### config.mk
export PLATFORM = sky130hd
export DESIGN_NAME = rob_commit_queue
export DESIGN_NICKNAME = d
export VERILOG_FILES = /design/src/rtl/rob_pkg.sv /design/src/rtl/rob_lookup.sv /design/src/rtl/rob_commit_queue.sv
export SDC_FILE = /design/constraint.sdc
export NUM_CORES = 1
export LEC_CHECK = 0
export BUFFER_PORTS_ARGS = -buffer_cell sky130_fd_sc_hd__clkbuf_2
export CAP_MARGIN = 20
export CORE_MARGIN = 5
export CORE_UTILIZATION = 35
export CTS_BUF_LIST = sky130_fd_sc_hd__clkbuf_2
export CTS_CLUSTER_DIAMETER = 50
export DETAILED_ROUTE_END_ITERATION = 10
export HOLD_SLACK_MARGIN = 0.02
export SLEW_MARGIN = 20
export SYNTH_ARGS = -nofsm -noshare
export SYNTH_HDL_FRONTEND = slang
export SYNTH_SLANG_ARGS = --single-unit
### constraint.sdc
create_clock -name clk -period 4 [get_ports clk]
set_input_delay 0.2 -clock clk [delete_from_list [all_inputs] [get_ports clk]]
set_output_delay 0.2 -clock clk [all_outputs]
set_load 0.05 [all_outputs]
### src/rtl/rob_pkg.sv
// Shared types and helpers for the reorder buffer: per-entry status flags,
// tag-width derivation and the hard-wired zero register index.
package rob_pkg;

  localparam int REG_ZERO = 0;

  // Status bits of one entry; dest and data are width-parameterised and kept
  // in parallel arrays next to this struct.
  typedef struct packed {
    logic valid;
    logic done;
    logic regwrite;
  } rob_entry_t;

  function automatic int tag_width(input int depth);
    return (depth < 2) ? 1 : $clog2(depth);
  endfunction

endpackage

### src/rtl/rob_lookup.sv
// Combinational source lookup: finds the youngest valid entry that will write
// lookup_reg, scanning from head (oldest) so the last match is the youngest.
module rob_lookup
  import rob_pkg::*;
#(
  parameter int DEPTH  = 8,
  parameter int DATA_W = 32,
  parameter int REG_AW = 5,
  localparam int TAG_W = tag_width(DEPTH)
) (
  input  logic [DEPTH-1:0]  entry_valid,
  input  logic [DEPTH-1:0]  entry_done,
  input  logic [DEPTH-1:0]  entry_regwrite,
  input  logic [REG_AW-1:0] entry_dest [DEPTH],
  input  logic [DATA_W-1:0] entry_data [DEPTH],
  input  logic [TAG_W-1:0]  head,
  input  logic [REG_AW-1:0] lookup_reg,
  output logic              lookup_hit,
  output logic              lookup_done,
  output logic [TAG_W-1:0]  lookup_tag,
  output logic [DATA_W-1:0] lookup_data
);

  logic [TAG_W-1:0] idx;

  always_comb begin
    // NOTE: every output gets a default before the search so no latch is inferred.
    lookup_hit  = 1'b0;
    lookup_done = 1'b0;
    lookup_tag  = '0;
    lookup_data = '0;
    idx         = '0;
    for (int i = 0; i < DEPTH; i++) begin
      idx = head + TAG_W'(i);
      if (entry_valid[idx] && entry_regwrite[idx] &&
          entry_dest[idx] == lookup_reg && lookup_reg != REG_AW'(REG_ZERO)) begin
        lookup_hit  = 1'b1;
        lookup_done = entry_done[idx];
        lookup_tag  = idx;
        lookup_data = entry_done[idx] ? entry_data[idx] : '0;
      end
    end
  end

endmodule

### src/rtl/rob_commit_queue.sv
// Reorder buffer: in-order allocate, out-of-order complete by tag, in-order
// retire into the register file, plus a youngest-producer lookup for decode.
module rob_commit_queue
  import rob_pkg::*;
#(
  parameter int DEPTH  = 8,
  parameter int DATA_W = 32,
  parameter int REG_AW = 5,
  localparam int TAG_W = tag_width(DEPTH)
) (
  input  logic              clk,
  input  logic              rst,
  input  logic              flush,
  input  logic              alloc_valid,
  input  logic              alloc_regwrite,
  input  logic [REG_AW-1:0] alloc_dest,
  output logic              alloc_ready,
  output logic [TAG_W-1:0]  alloc_tag,
  input  logic              cmpl_valid,
  input  logic [TAG_W-1:0]  cmpl_tag,
  input  logic [DATA_W-1:0] cmpl_data,
  output logic              commit_valid,
  output logic              commit_regwrite,
  output logic [REG_AW-1:0] commit_dest,
  output logic [DATA_W-1:0] commit_data,
  input  logic [REG_AW-1:0] lookup_reg,
  output logic              lookup_hit,
  output logic              lookup_done,
  output logic [TAG_W-1:0]  lookup_tag,
  output logic [DATA_W-1:0] lookup_data,
  output logic [TAG_W:0]    count
);

  rob_entry_t        entry      [DEPTH];
  logic [REG_AW-1:0] entry_dest [DEPTH];
  logic [DATA_W-1:0] entry_data [DEPTH];
  logic [TAG_W-1:0]  head, tail;
  logic [DEPTH-1:0]  valid_vec, done_vec, regwrite_vec;
  rob_entry_t        head_entry, cmpl_entry;
  logic              do_alloc, do_cmpl;

  assign head_entry = entry[head];
  assign cmpl_entry = entry[cmpl_tag];

  // Fullness is judged on registered occupancy only, never on a same-cycle retire.
  assign alloc_ready = (count != (TAG_W+1)'(DEPTH));
  assign alloc_tag   = tail;
  assign do_alloc    = alloc_valid && alloc_ready && !flush;
  assign do_cmpl     = cmpl_valid && cmpl_entry.valid && !cmpl_entry.done && !flush;

  assign commit_valid    = head_entry.valid && head_entry.done && !flush;
  assign commit_regwrite = commit_valid && head_entry.regwrite &&
                           (entry_dest[head] != REG_AW'(REG_ZERO));
  assign commit_dest     = entry_dest[head];
  assign commit_data     = entry_data[head];

  always_ff @(posedge clk) begin
    // NOTE: sequential state uses non-blocking assignments so every update sees pre-edge values.
    if (rst || flush) begin
      head  <= '0;
      tail  <= '0;
      count <= '0;
      for (int i = 0; i < DEPTH; i++) entry[i] <= '0;
    end else begin
      if (do_alloc) begin
        entry[tail] <= '{valid: 1'b1, done: 1'b0, regwrite: alloc_regwrite};
        tail        <= tail + TAG_W'(1);
      end
      if (do_cmpl) entry[cmpl_tag].done <= 1'b1;
      if (commit_valid) begin
        entry[head].valid <= 1'b0;
        head              <= head + TAG_W'(1);
      end
      if (do_alloc && !commit_valid)      count <= count + (TAG_W+1)'(1);
      else if (!do_alloc && commit_valid) count <= count - (TAG_W+1)'(1);
    end
  end

  // NOTE: payload arrays are not reset; the valid flags alone decide whether they are read.
  always_ff @(posedge clk) begin
    if (do_alloc) entry_dest[tail]     <= alloc_dest;
    if (do_cmpl)  entry_data[cmpl_tag] <= cmpl_data;
  end

  always_comb begin
    valid_vec    = '0;
    done_vec     = '0;
    regwrite_vec = '0;
    for (int i = 0; i < DEPTH; i++) begin
      valid_vec[i]    = entry[i].valid;
      done_vec[i]     = entry[i].done;
      regwrite_vec[i] = entry[i].regwrite;
    end
  end

  rob_lookup #(
    .DEPTH  (DEPTH),
    .DATA_W (DATA_W),
    .REG_AW (REG_AW)
  ) u_lookup (
    .entry_valid    (valid_vec),
    .entry_done     (done_vec),
    .entry_regwrite (regwrite_vec),
    .entry_dest     (entry_dest),
    .entry_data     (entry_data),
    .head           (head),
    .lookup_reg     (lookup_reg),
    .lookup_hit     (lookup_hit),
    .lookup_done    (lookup_done),
    .lookup_tag     (lookup_tag),
    .lookup_data    (lookup_data)
  );

endmodule
==> flow_metrics.tcl, run 1 <==
set metrics [dict create \
    status "finished with violations" \
    violations "negative setup slack" \
    firstDrtPassIters 5 \
    routabilityCongestion 0.880 \
    start_util_pct 35.4 \
    clkSlewWorstSetupHoldPaths_ns 0.09 \
    p_leak_nw 10.9 \
    final_util_pct 42.8 \
    intPower_w 0.00525 \
    core_um2 79300 \
    synth_cells 2228 \
    drc_errors 0 \
    ys_types 81 \
    p_comb_share_pct 5.0 \
    viasPerCell 6.41 \
    synth-edff-count 304 \
    fin_crit_sh_pct 121 \
    switchingPower_w 0.00166 \
    pwr-share-clk_pct 39.6 \
    rsz0062_at_grt "yes" \
    die-area_um2 85900 \
    rr_worst_depth 11 \
    tns_ns -26.21 \
    async_flop_share_pct 0 \
    area_growth_pct 20.8 \
    nNetsFinal 2562 \
    htree_levels 3 \
    syn_area_um2 28000 \
    synth.yosys.seq_area_share_pct 34.6 \
    syn_area_per_cell_um2 12.6 \
    synth_seq_cells 333 \
    p_seq_share_pct 55.4 \
    fin_skew_ns 0.0917 \
    power_w 0.00691 \
    hold_depth 2 \
    layout-drive-gt1-share_pct 38.3 \
    first_global_vias 23231 \
    cts_root_buf "clkbuf_2" \
    grt_pass1_wl_um 144000 \
    setup_slack_ns -0.828 \
    slew_viol_final 0 \
    grt_usage_pct 21.5 \
    die_x_um 293 \
    ys_warn_count 0 \
    synthesis.nets 2290 \
    worst_pin_slew_ns 1.09 \
    period_needed_ns 4.83 \
    critPathLaunchType "flip-flop" \
    cts_buffer_depth 3 \
    drt_iter0_drc 2489 \
    clock_latency_ns 1.10 \
    slew_headroom_pct 27.3 \
    cts_tree "built" \
    power.density_nw_per_um2 204 \
    worstHoldPathType "primary input to flip-flop" \
    path_class "flip-flop to output pin" \
    routed_wl_um 96000 \
    cp.required_ns 3.80 \
    r2r_slack_ns 0.31 \
    crit_fanout 32 \
    dieHeight_um 293 \
    hold_viol_final 0 \
    endpoint_kind "output pin" \
    ir_worst_vdd_mv 0.129 \
    gr-total-overflow 0 \
    crit_arrival_ns 4.63 \
    rows 103 \
    clkSinkCount 333 \
    io_buffers 134 \
    max_freq_ghz 0.207 \
    wl_per_cell_um 26.6 \
    grt_max_degree 118 \
    io_pins 135 \
    drtAntennaViolNets 0 \
    maxCapViolCount 0 \
    switching_share_pct 24.0 \
    numCtsBuffers 85 \
    antenna_found_initial 6 \
    setup_viol 37 \
    vias 23190 \
    hpwl_um 61100 \
    ys.flop_type "edfxtp_1" \
]
## cell type report
class,instances,area (um^2)
inverter,21,90.1
multi-input combinational,1656,17500
antenna,5,12.5
sequential,333,9720
fill,7231,45400
clock buffer,111,556
timing repair buffer,403,4280
clock inverter,38,378
tap,1050,1310
## placed cells by master (no fill, tap or decap), types with 32 or more instances in the layout
master           n
clkbuf_2       208
edfxtp_1       304
buf_4          104
mux2i_1        174
nor2_1          41
dlygate4sd3_1   95
a21oi_1        115
nand3_1         89
o211ai_1        67
buf_12          65
a221oi_2        32
nand2_1        373
mux4_2         375
## metrics by stage
stage | std cells | worst slack (ns) | hold slack, ns | instance area, um^2
after global routing | 3616 | -0.933 | 0.104 | 33900
after floorplan | 2228 | -0.169 | 0.299 | 28200
after detailed placement | 3327 | 0.0722 | 0.477 | 31000
final | 3617 | -0.828 | 0.124 | 33900
after CTS | 3594 | -0.852 | 0.0233 | 33400
after global placement | 3327 | 0.0727 | 0.467 | 31000
## registers in the layout, indices dropped and copies added, names as in the netlist, named ones only
signal,cells
entry,24
entry_data,256
entry_dest,40
count,4
head,3
alloc_tag,3
## synthesized netlist by cell type, types with 16 or more instances
library cell | count | area [um^2]
o22a_1 | 20 | 175
o211ai_1 | 67 | 503
a221oi_2 | 32 | 480
mux2i_1 | 177 | 1770
nor3b_2 | 29 | 363
mux4_2 | 375 | 8450
a21oi_1 | 122 | 611
xnor2_1 | 40 | 350
dfxtp_1 | 29 | 581
nor2_1 | 42 | 158
nor3_1 | 19 | 95.1
o32ai_1 | 32 | 280
mux2_2 | 16 | 180
o21ai_0 | 26 | 130
buf_1 | 30 | 113
inv_1 | 16 | 60.1
edfxtp_1 | 304 | 9130
buf_6 | 23 | 259
buf_2 | 78 | 390
and2_1 | 18 | 113
clkbuf_1 | 73 | 274
nand3_1 | 91 | 455
nand2_1 | 373 | 1400
## worst max-delay path, cell delays in order, from the launching register on
cell,delay (ns)
dfxtp_4,0.38
clkinv_4,0.08
ha_4,0.26
buf_6,0.14
buf_6,0.12
or4bb_1,0.46
nand4_1,0.22
o311ai_2,0.16
a221oi_2,0.27
buf_4,0.18
o211ai_1,0.12
buf_12,0.25
o22a_1,0.23
o211ai_1,0.49
buf_12,0.21
## final timing paths
path / startpoint / endpoint
worst max-delay path: head[1]$_SDFFE_PP0P_ / lookup_data[11]
worst min-delay path: cmpl_data[1] / entry_data[193]$_DFFE_PP_
worst max register to register: entry[5][1]$_DFF_P_ / entry_data[97]$_DFFE_PP_
worst min register to register: count[3]$_SDFFE_PP0P_ / count[3]$_SDFFE_PP0P_
## repair_timing
action                                  in CTS  in global routing
setup buffers                               19                 14
hold buffers                                95                  0
gates cloned                                 4                  5
endpoints found under the setup margin      44                 77
hold endpoints to repair                   456                  0
pin swaps                                   21                 14
resized for setup                           62                 46
## logic make-up after synthesis
group / Yosys count / share of synthesized area, %
flops: 333 / 34.6
buf+inv: 239 / 4.48
compound gates: 369 / 9.87
simple gates: 653 / 11.5
mux: 573 / 37.4
fa+ha+maj: 11 / 0.517
xor+xnor: 50 / 1.59
## power by group through the flow
stage                     Sequential [W]  Combinational (W)  Clock, W
after global routing             0.00383           0.000371   0.00297
final                            0.00383           0.000348   0.00274
after global placement           0.00390           0.000251         0
after CTS                        0.00382           0.000340   0.00282
after floorplan                  0.00391           0.000138         0
after detailed placement         0.00390           0.000258         0
## layer usage
| metal | up-vias | wire length [um] | GRT usage, % |
|---|---|---|---|
| li1 | 9690 | - | - |
| met1 | 11655 | 34600 | 26.7 |
| met2 | 1487 | 46700 | 36.0 |
| met3 | 354 | 9540 | 4.27 |
| met4 | 4 | 5190 | 10.7 |
| met5 | - | 27 | 0 |
(Power assumes the default switching activity.)
==> run 2, diff against run 1 <==
Settings changed: PLACE_DENSITY set to 0.55, SLEW_MARGIN 20 to unset.
==> run 2 against run 1 <==
  * The run still ends with negative setup slack left
  * First-iteration DRC count increased by 4.5%
  * Power decreased by 4.3%
  * Wire length increased by 5.7%
  * Cell count increased by 1.9%
  * Register-to-register slack got worse by 0.09 ns
  * Via count increased by 0.66%
  * Utilization increased by 1.4 points
  * Sequential cell count unchanged
  * Largest cell class unchanged
  * Non-clock buffer count increased by 69
  * Largest power group unchanged
==> flow_metrics.tcl, run 2 (synthesized netlist as in run 1, its figures left out) <==
set metrics [dict create \
    status "finished with violations" \
    violations "negative setup slack" \
    power.density_nw_per_um2 189 \
    p_leak_nw 11.4 \
    final_common_cell "mux4_2" \
    critPathMaxStageDelay_ns 0.56 \
    htree_levels 3 \
    grt_usage_pct 22.5 \
    rr_worst_depth 11 \
    clock_latency_ns 1.06 \
    cp_common_cell "buf_4" \
    critPathLaunchType "flip-flop" \
    crit_arrival_ns 4.70 \
    worst_pin_slew_ns 0.948 \
    nNetsFinal 2633 \
    reg2reg_from "entry[5][1]$_DFF_P_" \
    drt_iter0_drc 2601 \
    io_buffers 134 \
    drtAntennaViolNets 0 \
    area_growth_pct 24.8 \
    core_um2 79300 \
    cts_root_buf "clkbuf_2" \
    grt_max_degree 133 \
    largest_reg_flops 256 \
    setup_slack_ns -0.903 \
    grt_pass1_wl_um 149000 \
    die_x_um 293 \
    firstDrtPassIters 6 \
    cp.required_ns 3.80 \
    wl_per_cell_um 27.5 \
    antenna_found_initial 2 \
    largestRegisters "entry_data (256), entry_dest (40), entry (24)" \
    setup_viol 37 \
    viasPerCell 6.33 \
    layout-drive-gt1-share_pct 40.9 \
    clkSinkCount 333 \
    final_util_pct 44.2 \
    cts_buffer_depth 3 \
    slew_headroom_pct 36.3 \
    multi_input_area_um2 17800 \
    routabilityCongestion 0.870 \
    start_util_pct 35.4 \
    fillers 7155 \
    regArea_um2 9720 \
    gr-total-overflow 0 \
    period_needed_ns 4.90 \
    routed_wl_um 102000 \
    crit_fanout 11 \
    worstHoldPathType "primary input to flip-flop" \
    fin_skew_ns 0.0845 \
    drc_errors 0 \
    most-common-layout-cells "375 x mux4_2, 371 x nand2_1, 304 x edfxtp_1" \
    die-area_um2 85900 \
    io_pins 135 \
    first_global_vias 23386 \
    r2r_slack_ns 0.22 \
    ir_worst_vdd_mv 0.139 \
    top_register "entry_data" \
    power_w 0.00661 \
    path_class "flip-flop to output pin" \
    vias 23342 \
    numCtsBuffers 87 \
    rows 103 \
    fin_crit_sh_pct 123 \
    hpwl_um 60400 \
    min_from "flush" \
    cts_tree "built" \
    max_freq_ghz 0.204 \
    reg2reg_to "entry_data[9]$_DFFE_PP_" \
    maxCapViolCount 0 \
    min_to "alloc_tag[0]$_SDFFE_PP0P_" \
    clkSlewWorstSetupHoldPaths_ns 0.11 \
    hold_depth 4 \
    critPathSlowestCell "mux4_2" \
    path_cells "clkinv_4, buf_4, ha_4, buf_4, inv_4, mux4_2, nor3_4, buf_4, nand4b_4, a21oi_4, buf_6, a221oi_2, o211ai_1, bufbuf_16" \
    endpoint_kind "output pin" \
    hold_viol_final 0 \
    dieHeight_um 293 \
    rsz0062_at_grt "yes" \
    slew_viol_final 0 \
]
==> run 2: changes by cell type in the layout (fill, tap and decap cells not counted), sizes merged <==
cell         previous run  this run
buf                   200       253
clkbuf                218       237
bufinv                  8         2
bufbuf                  1         5
diode                   5         1
dlygate4sd3            95        99
clkinvlp                4         1
inv                    18        20
==> run 2: power breakdown <==
part | internal (W) | switching, W
Clock | 0.000960 | 0.00147
Combinational | 0.000161 | 0.000199
Sequential | 0.00380 | 0.0000203
Total | 0.00493 | 0.00168
==> run 2: worst max-delay path, delay by kind of cell (launching register included) <==
kind / cells / cell delay [ns]
muxes: 1 / 0.56
DFF: 1 / 0.38
and+or+nand+nor: 2 / 0.48
buffers and inverters: 7 / 1.35
AOI/OAI and AO/OA: 3 / 0.59
adders and majority gates: 1 / 0.29
==> run 2: how the worst max path moves through the flow <==
stage / start / end / depth (start not counted)
2_1_floorplan: head[0]$_SDFFE_PP0P_ / lookup_data[21] / 18
3_3_place_gp: head[1]$_SDFFE_PP0P_ / lookup_data[30] / 12
3_5_place_dp: head[1]$_SDFFE_PP0P_ / lookup_data[11] / 12
4_1_cts: head[1]$_SDFFE_PP0P_ / lookup_data[11] / 13
5_1_grt: head[1]$_SDFFE_PP0P_ / lookup_data[28] / 15
6_report: head[1]$_SDFFE_PP0P_ / lookup_data[26] / 14
==> run 2: repair_timing <==
item	4_1_cts	5_1_grt
pin swaps	44	40
endpoints found under the setup margin	70	58
hold buffers	99	0
buffers inserted	62	25
resized for setup	117	92
cloned	14	5
endpoints found under the hold margin	495	0
==> run 2: layout make-up <==
| cell class | instances | area share (%) |
|---|---|---|
| Multi-Input combinational cell | 1656 | 50.9 |
| Timing Repair Buffer | 472 | 15.0 |
| Tap cell | 1050 | 3.75 |
| Clock buffer | 122 | 1.74 |
| Inverter | 21 | 0.257 |
| Clock inverter | 31 | 0.533 |
| Antenna cell | 1 | 0.00715 |
| Sequential cell | 333 | 27.8 |
==> run 2: per-layer routing <==
layer | part of all wire, % | wire length [um] | track usage (%)
met4 | 4.7 | 4760 | 10.7
met3 | 9.3 | 9470 | 5.18
met5 | 0.012 | 12 | 0
met2 | 49 | 49900 | 37.9
met1 | 37 | 37400 | 27.6
==> run 2: stage by stage <==
stage          instance area (um^2)  setup TNS, ns  setup slack, ns  hold WS [ns]  instances
4_1_cts                       34400         -32.88           -0.983        0.0567       3657
3_5_place_dp                  31000         -0.308          -0.0682         0.482       3331
6_report                      35000         -28.61           -0.903         0.187       3686
5_1_grt                       35000         -35.32            -1.07         0.154       3686
2_1_floorplan                 28200          -4.48           -0.169         0.299       2228
3_3_place_gp                  31000              0           0.0252         0.465       3331
